**config.mk**
```make
export PLATFORM = sky130hd
export DESIGN_NAME = nibble_serial_loader_flat
export DESIGN_NICKNAME = d
export VERILOG_FILES = /design/src/rtl/nibble_serial_loader_if.sv /design/src/rtl/nibble_serial_loader.sv /design/src/flat_wrapper.sv
export SDC_FILE = /design/constraint.sdc
export NUM_CORES = 1
export LEC_CHECK = 0
export CORE_MARGIN = 4
export CORE_UTILIZATION = 48
export CTS_CLUSTER_SIZE = 8
export DETAILED_ROUTE_END_ITERATION = 12
export HOLD_SLACK_MARGIN = 0.03
export MAX_ROUTING_LAYER = met4
export PLACE_DENSITY = 0.8
export RECOVER_POWER = 100
export SLEW_MARGIN = 20
export SYNTH_ARGS = -nofsm -noshare
export SYNTH_HDL_FRONTEND = slang
export SYNTH_SLANG_ARGS = --single-unit
```
**constraint.sdc**
```tcl
create_clock -name Clock -period 1.7 [get_ports Clock]
set_clock_uncertainty 0.2 [all_clocks]
set_input_delay 0.34 -clock Clock [delete_from_list [all_inputs] [get_ports Clock]]
set_output_delay 0.34 -clock Clock [all_outputs]
set_load 0.1 [all_outputs]
```
**src/rtl/nibble_serial_loader_if.sv**
```systemverilog
`default_nettype none
// ----------------------------------------------------------------------
// nibble_serial_loader_if : serial line in, nibble/strobe/status out.
// Rev 1.0
// ----------------------------------------------------------------------
interface nibble_serial_loader_if;
  logic       SerIn;
  logic [3:0] Data;
  logic       Enable;
  logic       ParityErr;
  logic       FrameErr;
  logic       Busy;

  modport master (
    input  SerIn,
    output Data, Enable, ParityErr, FrameErr, Busy
  );

  modport slave (
    output SerIn,
    input  Data, Enable, ParityErr, FrameErr, Busy
  );
endinterface
`default_nettype wire

```
**src/rtl/nibble_serial_loader.sv**
```systemverilog
`default_nettype none
// ----------------------------------------------------------------------
// nibble_serial_loader : async-serial nibble receiver that strobes a
// downstream 4-bit enable-gated register.   Rev 1.0
// ----------------------------------------------------------------------
module nibble_serial_loader #(
  parameter int BIT_CYCLES = 4,
  parameter bit PARITY_EN  = 1'b1
) (
  input  logic                   Clock,
  input  logic                   Reset,
  nibble_serial_loader_if.master bus
);

  localparam int               CNT_W     = (BIT_CYCLES > 2) ? $clog2(BIT_CYCLES) : 1;
  localparam logic [CNT_W-1:0] HALF_LOAD = CNT_W'(BIT_CYCLES / 2 - 1);
  localparam logic [CNT_W-1:0] BIT_LOAD  = CNT_W'(BIT_CYCLES - 1);
  localparam logic [CNT_W-1:0] CNT_ONE   = CNT_W'(1);

  typedef enum logic [2:0] {
    IDLE   = 3'd0,
    START  = 3'd1,
    DATA   = 3'd2,
    PARITY = 3'd3,
    STOP   = 3'd4,
    LOAD   = 3'd5,
    BREAK  = 3'd6
  } state_t;

  state_t           state, state_n;
  logic [CNT_W-1:0] cnt, cnt_n;
  logic [3:0]       shreg, shreg_n;
  logic [1:0]       bit_idx, bit_n;
  logic             par_bad, par_bad_n;
  logic [3:0]       data_q, data_n;
  logic             enable_q, enable_n;
  logic             perr_q, perr_n;
  logic             ferr_q, ferr_n;
  logic             tick;

  // Counter is reloaded at every sample, so each sample lands exactly B cycles after the last.
  assign tick = (cnt == '0);

  always_ff @(posedge Clock or posedge Reset) begin
    if (Reset) begin
      state    <= IDLE;
      cnt      <= '0;
      shreg    <= 4'd0;
      bit_idx  <= 2'd0;
      par_bad  <= 1'b0;
      data_q   <= 4'd0;
      enable_q <= 1'b0;
      perr_q   <= 1'b0;
      ferr_q   <= 1'b0;
    end else begin
      state    <= state_n;
      cnt      <= cnt_n;
      shreg    <= shreg_n;
      bit_idx  <= bit_n;
      par_bad  <= par_bad_n;
      data_q   <= data_n;
      enable_q <= enable_n;
      perr_q   <= perr_n;
      ferr_q   <= ferr_n;
    end
  end

  always_comb begin
    state_n   = state;
    cnt_n     = cnt;
    shreg_n   = shreg;
    bit_n     = bit_idx;
    par_bad_n = par_bad;
    data_n    = data_q;
    enable_n  = 1'b0;
    perr_n    = 1'b0;
    ferr_n    = 1'b0;

    case (state)
      IDLE: begin
        if (!bus.SerIn) begin
          state_n = START;
          cnt_n   = HALF_LOAD;
        end
      end

      START: begin
        if (tick) begin
          if (bus.SerIn) begin
            state_n = IDLE;
          end else begin
            state_n   = DATA;
            cnt_n     = BIT_LOAD;
            bit_n     = 2'd0;
            par_bad_n = 1'b0;
          end
        end else begin
          cnt_n = cnt - CNT_ONE;
        end
      end

      DATA: begin
        if (tick) begin
          shreg_n = {bus.SerIn, shreg[3:1]};
          bit_n   = bit_idx + 2'd1;
          cnt_n   = BIT_LOAD;
          if (bit_idx == 2'd3) begin
            state_n = PARITY_EN ? PARITY : STOP;
          end
        end else begin
          cnt_n = cnt - CNT_ONE;
        end
      end

      PARITY: begin
        if (tick) begin
          par_bad_n = ^{shreg, bus.SerIn};
          cnt_n     = BIT_LOAD;
          state_n   = STOP;
        end else begin
          cnt_n = cnt - CNT_ONE;
        end
      end

      STOP: begin
        if (tick) begin
          if (bus.SerIn && !par_bad) begin
            state_n  = LOAD;
            data_n   = shreg;
            enable_n = 1'b1;
          end else if (bus.SerIn) begin
            state_n = IDLE;
            perr_n  = 1'b1;
          end else begin
            state_n = BREAK;
            ferr_n  = 1'b1;
            perr_n  = par_bad;
          end
        end else begin
          cnt_n = cnt - CNT_ONE;
        end
      end

      LOAD: state_n = IDLE;

      // A line stuck low must go high again before a new start can be seen.
      BREAK: begin
        if (bus.SerIn) begin
          state_n = IDLE;
        end
      end

      default: state_n = IDLE;
    endcase
  end

  assign bus.Data      = data_q;
  assign bus.Enable    = enable_q;
  assign bus.ParityErr = perr_q;
  assign bus.FrameErr  = ferr_q;
  assign bus.Busy      = (state != IDLE);

endmodule
`default_nettype wire

```
**src/flat_wrapper.sv**
```systemverilog
// flat-port wrapper written by rule: the top's interface ports become plain ports
module nibble_serial_loader_flat 
#(
  parameter int BIT_CYCLES = 4,
  parameter bit PARITY_EN  = 1'b1
)
  (Clock, Reset, bus_SerIn, bus_Data, bus_Enable, bus_ParityErr, bus_FrameErr, bus_Busy);
  nibble_serial_loader_if bus_i ();
  input  logic Clock;
  input  logic Reset;
  input wire logic [$bits(bus_i.SerIn)-1:0] bus_SerIn;
  output wire logic [$bits(bus_i.Data)-1:0] bus_Data;
  output wire logic [$bits(bus_i.Enable)-1:0] bus_Enable;
  output wire logic [$bits(bus_i.ParityErr)-1:0] bus_ParityErr;
  output wire logic [$bits(bus_i.FrameErr)-1:0] bus_FrameErr;
  output wire logic [$bits(bus_i.Busy)-1:0] bus_Busy;
  assign bus_i.SerIn = bus_SerIn;
  assign bus_Data = bus_i.Data;
  assign bus_Enable = bus_i.Enable;
  assign bus_ParityErr = bus_i.ParityErr;
  assign bus_FrameErr = bus_i.FrameErr;
  assign bus_Busy = bus_i.Busy;
  nibble_serial_loader #(.BIT_CYCLES(BIT_CYCLES), .PARITY_EN(PARITY_EN)) u_core (.Clock(Clock), .Reset(Reset), .bus(bus_i));
endmodule
```
==> metrics.cfg <==
[logic_synthesis]
ys_types = 35
ys_async_sr_fraction = 1.00
ys_ff_latch = 19
synthTopCellsByArea = dfrtp_1 48%, mux2_2 10%, inv_1 2.7%
synth_top_area_frac = 0.482
syn-cell-area_um2 = 986
yosys.area.top_type = dfrtp_1
seq_area_frac_synth = 0.482
synth_common_cells = 19 x dfrtp_1, 9 x mux2_2, 7 x inv_1
synth_cells = 87
yosys_warnings = 0
synth_ff_type = dfrtp_1
syn_area_per_cell_um2 = 11.3
yosysMostFrequentCell = dfrtp_1
syn_nets = 92
synth-edff-count = 0

[floorplanning]
die_height_um = 53.3
die_w_um = 53.3
core_area_um2 = 1960
die_area_um2 = 2840
num_io_pins = 11
num_rows = 16
start_util = 0.503

[setup_path]
cp-start-kind = flop
path_max_fanout = 2
required_ns = 1.16
path_class = reg2out
arrival_ns = 1.30
crit_path_end_kind = primary output

[outcome]
outcome = complete, but fails checks
violations = negative setup slack

[cells_and_area]
area_growth_pct = 45.1
drive_above_1_share = 0.496
final_nets = 129
antennaDiodeCount = 0

[cts]
cts.clk_slew.worst_paths_ns = 0.12
cts_sinks = 19
clock-root-buffer = clkbuf_4
hold_buffers = 0
clockBufferDepth = 2
htreeDepth = 1
cts_tree = yes
clk_latency_ns = 0.30
cts-buffers-inserted = 3

[timing]
final.setup.tns_ns = -0.847
fin_ws_ns = -0.137
max_slew_margin = 0.316
period_share = 1.08
fin_crit_ns = 1.84
rsz0062_at_grt = yes
setup_violations = 12
hold_violations = 0
fmax_ghz = 0.544
worstMarginPinSlew_ns = 1.03
slew_violations = 0

[global_routing]
antenna_found_initial = 0
grt-ovfl-total = 0
grt_max_degree = 20
grt_pass1_wl_mm = 3.78
grt_pass1_vias = 820
track_usage = 0.197

[detailed_routing]
drc_errors = 0
viasPerCell = 5.61
antenna_left = 0
firstDrtPassIters = 4
num_vias = 842
drtIter0Drc = 17
wl_per_cell_um = 18.7
routed_wirelength_mm = 2.81

[power_and_ir_drop]
powerDensity_nw_per_um2 = 2150
leakagePower_nw = 0.723
ir_drop_uv = 1190
p_total_mw = 3.08

[place]
dp_slack_ns = -0.175
place_congestion = 0.819
numPortBuffers = 10
place.detailed.hpwl_mm = 1.46

[worst_hold_path]
hold_path_class = reg2reg

[flow_run]
cap_violations = 0

==> cell families after synthesis <==
| family | after synthesis | synth area share |
|---|---|---|
| buffers and inverters | 11 | 0.0520 |
| AOI/OAI and AO/OA | 16 | 0.110 |
| adders and majority gates | 2 | 0.0254 |
| muxes | 10 | 0.113 |
| DFF | 19 | 0.482 |
| and+or+nand+nor | 26 | 0.176 |
| xor gates and xnor gates | 3 | 0.0406 |
==> state kept, by name, summed over array words and instances (netlist names) <==
register	flops
u_core.bus.Enable	1
u_core.shreg	4
u_core.state	3
u_core.bus.FrameErr	1
u_core.bus.ParityErr	1
u_core.par_bad	1
u_core.cnt	2
u_core.bit_idx	2
u_core.bus.Data	4
==> what timing repair did <==
action,CTS,global route
gates resized for setup,10,14
buffers inserted,8,7
endpoints found under the setup margin,10,9
pin swaps,4,7
gates cloned,0,0
==> per-stage QoR <==
| step | std cells | hold WS, ns | instance area, um^2 | utilization |
|---|---|---|---|---|
| floorplan | 87 | 0.0911 | 1020 | - |
| global placement | 133 | 0.287 | 1300 | 0.664 |
| detailed placement | 133 | 0.291 | 1300 | 0.664 |
| CTS | 144 | 0.148 | 1420 | 0.725 |
| global route | 150 | 0.344 | 1430 | 0.729 |
| finish | 150 | 0.330 | 1430 | 0.729 |
==> cell usage in the layout (no fill, tap or decap), types with 2 or more instances in the layout <==
master	netlist	final
o21ai_0	5	3
and3_1	2	2
buf_6	1	5
nand2_1	3	2
o31ai_1	3	3
clkdlybuf4s50_1	0	2
dfrtp_1	19	17
a21oi_1	2	2
buf_4	0	19
xnor2_1	2	2
mux2_4	0	5
and2_1	3	2
nor2b_1	2	2
nor2_1	4	4
inv_1	7	7
mux2_2	9	4
clkbuf_4	0	10
dfrtp_2	0	2
==> layout make-up <==
type,count,area [um^2]
clock buffers,3,22.5
clock inverters,1,5.00
fillers,139,532
inverters,7,26.3
multi-input cells,57,564
flip-flops and latches,19,478
well taps,27,33.8
repair buffers,36,300
==> report_power, final <==
group	switching (mW)	total, mW	leakage, nW	internal [mW]
Clock	0.153	0.241	0.0177	0.0878
Sequential	0.142	0.761	0.245	0.619
Combinational	1.08	2.08	0.460	0.994
Total	1.38	3.08	0.723	1.70
==> path summary, 6_finish.rpt <==
| kind | start | endpoint | slack (ns) | depth (start not counted) |
|---|---|---|---|---|
| max in group asynchronous | Reset | u_core.state[1] | 0.17 | 3 |
| min | u_core.bit_idx[1] | u_core.bit_idx[1] | 0.33 | 1 |
| max reg2reg | u_core.state[0] | u_core.cnt[1] | -0.12 | 5 |
| min in group asynchronous | Reset | u_core.cnt[1] | 0.45 | 3 |
| min reg2reg | u_core.bit_idx[1] | u_core.bit_idx[1] | 0.33 | 1 |
| max | u_core.state[2] | bus_Busy | -0.14 | 2 |
==> critical path, cell delays in order (launching register included) <==
cell and delay [ns]:
dfrtp_1 0.40, or3_4 0.41, buf_12 0.18
==> routing by layer <==
| layer | wire, um | vias up | global-route usage | part of all wire |
|---|---|---|---|---|
| met3 | 155 | 10 | 0.0507 | 0.055 |
| met1 | 1160 | 412 | 0.228 | 0.41 |
| met5 | 0 | - | - | 0 |
| li1 | - | 385 | - | - |
| met2 | 1400 | 35 | 0.322 | 0.50 |
| met4 | 90 | 0 | 0.0851 | 0.032 |
Note: power is estimated with default switching activity, not from simulation.
==> edit 1, RTL diff (config.mk and constraints unchanged) <==
Reset style: synchronous (`Reset`), changed in one clocked block. Comments in the files are not updated.
--- a/src/rtl/nibble_serial_loader.sv
+++ b/src/rtl/nibble_serial_loader.sv
@@ -43,3 +43,3 @@
 
-  always_ff @(posedge Clock or posedge Reset) begin
+  always_ff @(posedge Clock) begin
     if (Reset) begin
Check against the original RTL: differs if Reset is asserted again (counterexample within 4 cycles, from zero or initial values and one cycle with Reset high); with Reset held inactive, the same outputs for 10 cycles.
==> edit 1 against the original RTL <==
The flow still finishes with violations (negative setup slack); highest routed layer unchanged; cell area is 8.9% higher; sequential cell count unchanged; largest cell class unchanged; area after synthesis increased by 3.0%; setup slack worse by 20 ps; routed wire length is 5.6% lower; sequential share of layout area shrank 8.5 points; non-clock buffer count rose by 4.
Power is not compared: it rests on default switching activity, and its combinational part moved more than twofold at a synthesized area within 25%.
==> edit 1: results (changes against the original RTL) <==
- Placed cell count: 159 (+20%)
- Pre-CTS WS: -359 ps (-184 ps)
- Post-Route Setup TNS: -566 ps (+281 ps)
- Post-Syn Nets: 115 (+25%)
- Mean Syn Cell Area: 9.24 um^2 (-19%)
- Clk cell area share: 1.77% (-0.16 points)
- GRT Util Overall: 19.3% (-0.47 points)
- HPWL after DPL: 1620 um (+11%)
- Met2 wire len: 1440 um (+2.9%)
- Post-synthesis mux area share: 8.87% (-2.4 points)
- Multi-In Gates: 78 (+37%)
- Maximum vdd drop: a little over 0.9 mV
- Failing checks: negative setup slack
- Vias in the first global route: 905 (+10%)
- Compound-cell area share of the yosys netlist: 14.3% (+3.2 points)
- Post-synthesis sequential area ratio: 37.4% (-11 points)
- Net count, final: 152 (+18%)
- Hold Fails Final Rpt: 0 (unchanged)
- Status: finished with violations
- Hold path cells: 2 (+1)
- M3 GR Usage: 4.16% (-0.92 points)
- Most frequent cells after synthesis: 19 x dfxtp_1, 12 x nor2_1, 11 x nand2b_1
- Async S/R FF share, synth: 0% (-100 points)
- Final worst setup slack: -157 ps (-20.0 ps)
- FILL cells: 116 (-17%)
- DR WL/cell: 15.3 um (-18%)
- Reg2Reg Depth: 7 (+2)
- Die width: 54.0 um (+1.3%)
- Yosys cell types: 41 (+17%)
- Layout cells sized above 1: 43.8% (-5.8 points)
- Relative slew slack: 79.3% (+48 points)
- Max stage delay on crit path: 370 ps (-40 ps)
- Crit-path max FO: 4 (+2)
- Multi-input gate area: 637 um^2 (+13%)
- Fraction of area in multi-input gates: 40.9% (+1.4 points)
- Largest net degree at the start of global routing: 25 (+25%)
- Placer congestion estimate: 0.794 (-3.0%)
- DRT iter0 DRCs: 19 (+2)
- Non-clk bufs: 40 (+11%)
- XOR/XNOR share of the synthesized area: 4.80% (+0.74 points)
- Count of non-CTS inverters in the layout: 5 (-2)
- DP Area: 1350 um^2 (+3.5%)
- Fraction of area in registers: 24.9% (-8.5 points)
- Final Setup Violations: 11 (-1)
- Met1 WL: 1030 um (-11%)
- Synth top area cells: dfxtp_1 37%, mux2i_1 8.9%, nand2b_1 6.8%
- Initial antenna violation count: 0 (unchanged)
- Global-route wire length before repair: 3970 um (+4.9%)
- Met3 WL: 138 um (-11%)
- Clock root cell: clkbuf_4
- Num Clock Sinks: 19 (unchanged)
- Synth Area in Adders: 2.46% (-0.075 points)
- Final cell count without fillers: 173 (+15%)
- Leading area contributor after synthesis: dfxtp_1
-- edit 1: cell count changes in the layout (fill, tap and decap cells not counted), sizes merged, moves of 5 or more --
cell,unedited run,this run
clkbuf,12,3
nand2b,1,11
mux2,9,0
a21oi,2,7
dfxtp,0,19
buf,25,38
mux2i,1,9
nor2,4,12
nor3,2,7
dfrtp,19,0
-- edit 1: worst reg2reg max path: stages (launching register included) --
cell and delay, ps:
dfxtp_2 350, buf_4 130, buf_6 110, buf_6 110
or2_1 240, a21boi_2 180, o21a_4 200, mux2i_1 190
-- edit 1: final timing paths --
path	to	slack, ps	from
setup / recovery	bus_Busy	-160	u_core.state[2]
hold / removal	u_core.bus.Data[0]	320	u_core.shreg[0]
setup reg to reg	u_core.bus.Data[3]	-80	u_core.state[2]
hold reg to reg	u_core.bus.Data[0]	320	u_core.shreg[0]
-- edit 1: repair_timing --
action                     4_1_cts  5_1_grt
pin swaps                        5       13
gates resized for setup         10       21
setup endpoints to repair       12       16
setup buffers                    6        5
==> edit 2, RTL diff (same flow settings) <==
Made on the original files. `BIT_CYCLES` is set to 4 in 2 places; all go to 8.
--- a/src/rtl/nibble_serial_loader.sv
+++ b/src/rtl/nibble_serial_loader.sv
@@ -6,3 +6,3 @@
 module nibble_serial_loader #(
-  parameter int BIT_CYCLES = 4,
+  parameter int BIT_CYCLES = 8,
   parameter bit PARITY_EN  = 1'b1
--- a/src/flat_wrapper.sv
+++ b/src/flat_wrapper.sv
@@ -3,3 +3,3 @@
 #(
-  parameter int BIT_CYCLES = 4,
+  parameter int BIT_CYCLES = 8,
   parameter bit PARITY_EN  = 1'b1
Check against the original RTL: not equivalent (Yosys sat finds a counterexample within 4 cycles, from zero or initial values and one cycle with Reset high).
==> edit 2 against the original RTL <==
The run still ends with negative setup slack left; total power is 3.3% higher; routed wire length is 42% higher; cell area is 21% higher; clock power is 68% higher; register-to-register slack worse by 99 ps; setup slack worse by 81 ps; area after synthesis is 13% higher; sequential cell count is 1 higher; final cell count is 21% higher; critical path type is now reg2reg.
==> edit 2: results (changes against the original RTL) <==
- Slew @ Worst Pin: 558 ps (-468 ps)
- Maximum vdd drop: 1.48 mV (+25%)
- CTS clk-pin slew, worst paths: 120 ps (about the same)
- Final Util: 78.2% (+5.3 points)
- GRT Util Overall: 23.5% (+3.7 points)
- Status: finished with violations
- Reg2Reg Depth: 6 (+1)
- Non-clk bufs: 46 (+28%)
- DRT Pass-1 Iters: 4 (unchanged)
- Layout cells sized above 1: 57.8% (+8.2 points)
- H-tree Lvls: 1 (unchanged)
- DRT iter0 DRCs: 65 (+48)
- Signal buf overhead: 22.5% (+1.5 points)
- Max stage delay on crit path: 420 ps
- Final Setup Violations: 18 (+6)
- Post-Route Setup TNS: -1870 ps (-1020 ps)
- Clkbuf count: 3 (unchanged)
- Clock latency on the worst-skew pair: 320 ps (+20 ps)
- Critical-path top delay cell: dfrtp_1
- Final worst setup slack: -219 ps (-81.2 ps)
- Pre-CTS WS: -236 ps (-61.4 ps)
- Synth top area cells: dfrtp_1 45%, mux2_2 8.1%, o21ai_0 5.9%
- Crit-path max FO: 5 (+3)
- Int Pwr: 0.00181 W (+6.4%)
- Mean Syn Cell Area: 10.2 um^2 (-10%)
- Fraction of area in registers: 29.2% (-4.3 points)
- Crit path DAT: 1940 ps (+640 ps)
- Hold path cells: 2 (+1)
- Global-route wire length before repair: 5560 um (+47%)
- Count of non-CTS inverters in the layout: 9 (+2)
- Kind of critical path: reg2reg
- Diode count: 0 (unchanged)
- Most frequent cells after synthesis: 20 x dfrtp_1, 13 x o21ai_0, 8 x inv_1, 8 x mux2_2, 6 x nand2_1
- Initial antenna violation count: 0 (unchanged)
- Vias per cell: 6.02 (+7.3%)
- R2R Path End: u_core.bus.Data[3]
- Clk cell area share: 3.04% (+1.1 points)
- DP Area: 1440 um^2 (+10%)
- Worst hold endpoint: u_core.bit_idx[1]
- Max clock buf depth: 2 (unchanged)
- Yosys cell types: 37 (+5.7%)
- Pleak: 0.823 nW (+14%)
- HPWL after DPL: 1950 um (+34%)
- Routed vias: 1096 (+30%)
- Worst min path class: reg2reg
- PortBufs: 10 (unchanged)
- DR WL/cell: 21.8 um (+17%)
- Fraction of area in multi-input gates: 41.1% (+1.6 points)
- Failing checks: negative setup slack
- FILL cells: 118 (-15%)
- Largest net degree at the start of global routing: 21 (+5.0%)
- Placer congestion estimate: 1.01 (+23%)
- Post-synthesis sequential area ratio: 45.0% (-3.2 points)
- Seq Cell Count: 20 (+1)
- Crit path launch: u_core.cnt[0]
- Multi-In Gates: 75 (+32%)
- Net count, final: 161 (+25%)
- Core area: 2210 um^2 (+13%)
- Min Hold Slack: 337 ps (+6.03 ps)
- Post-Syn Nets: 115 (+25%)
edit 2: cell types whose count changed in the layout (fill, tap and decap cells not counted), sizes merged, moves of 2 or more:
cell	before	now
o31a	0	3
a21oi	2	4
nand2	3	6
a211oi	0	3
clkdlybuf4s50	2	0
buf	25	36
nand2b	1	3
o31ai	3	1
o21ai	5	13
edit 2: repair_timing:
item                                    4_1_cts  5_1_grt
cloned                                        1        0
setup buffers                                11        8
endpoints found under the setup margin       15       18
gates resized for setup                      29       25
pin swaps                                     4       10
edit 2: layer usage:
layer	track usage [%]	vias up	part of all wire [%]
li1	-	477	-
met1	26.5	544	41
met2	37.7	54	51
met3	3.48	21	4.5
met4	16.6	0	4.2
met5	-	-	0
edit 2: critical path: cells and delay by family (launching register included):
| kind | cells | cell delay (ps) |
|---|---|---|
| AND/OR/NAND/NOR | 3 | 480 |
| flip-flops | 1 | 420 |
| multiplexers | 1 | 390 |
| adder cells (fa/ha/maj) | 1 | 180 |
| buffers and inverters | 1 | 140 |
edit 2: power by group through the flow:
stage | Sequential, W | Combinational [W] | Clock (W)
CTS | 0.000709 | 0.00168 | 0.000401
detailed placement | 0.000766 | 0.00132 | 0
global route | 0.000720 | 0.00216 | 0.000426
global placement | 0.000749 | 0.00125 | 0
floorplan | 0.000800 | 0.000781 | 0
finish | 0.000715 | 0.00206 | 0.000406
edit 2: logic make-up after synthesis:
group / count (synthesis) / share of synthesized area, %
buffers and inverters: 14 / 5.74
multiplexers: 10 / 10.1
AND/OR/NAND/NOR: 28 / 14.9
adder cells (fa/ha/maj): 3 / 3.38
AO/OA/AOI/OAI: 30 / 17.7
flip-flops: 20 / 45.0
XOR/XNOR: 4 / 3.15
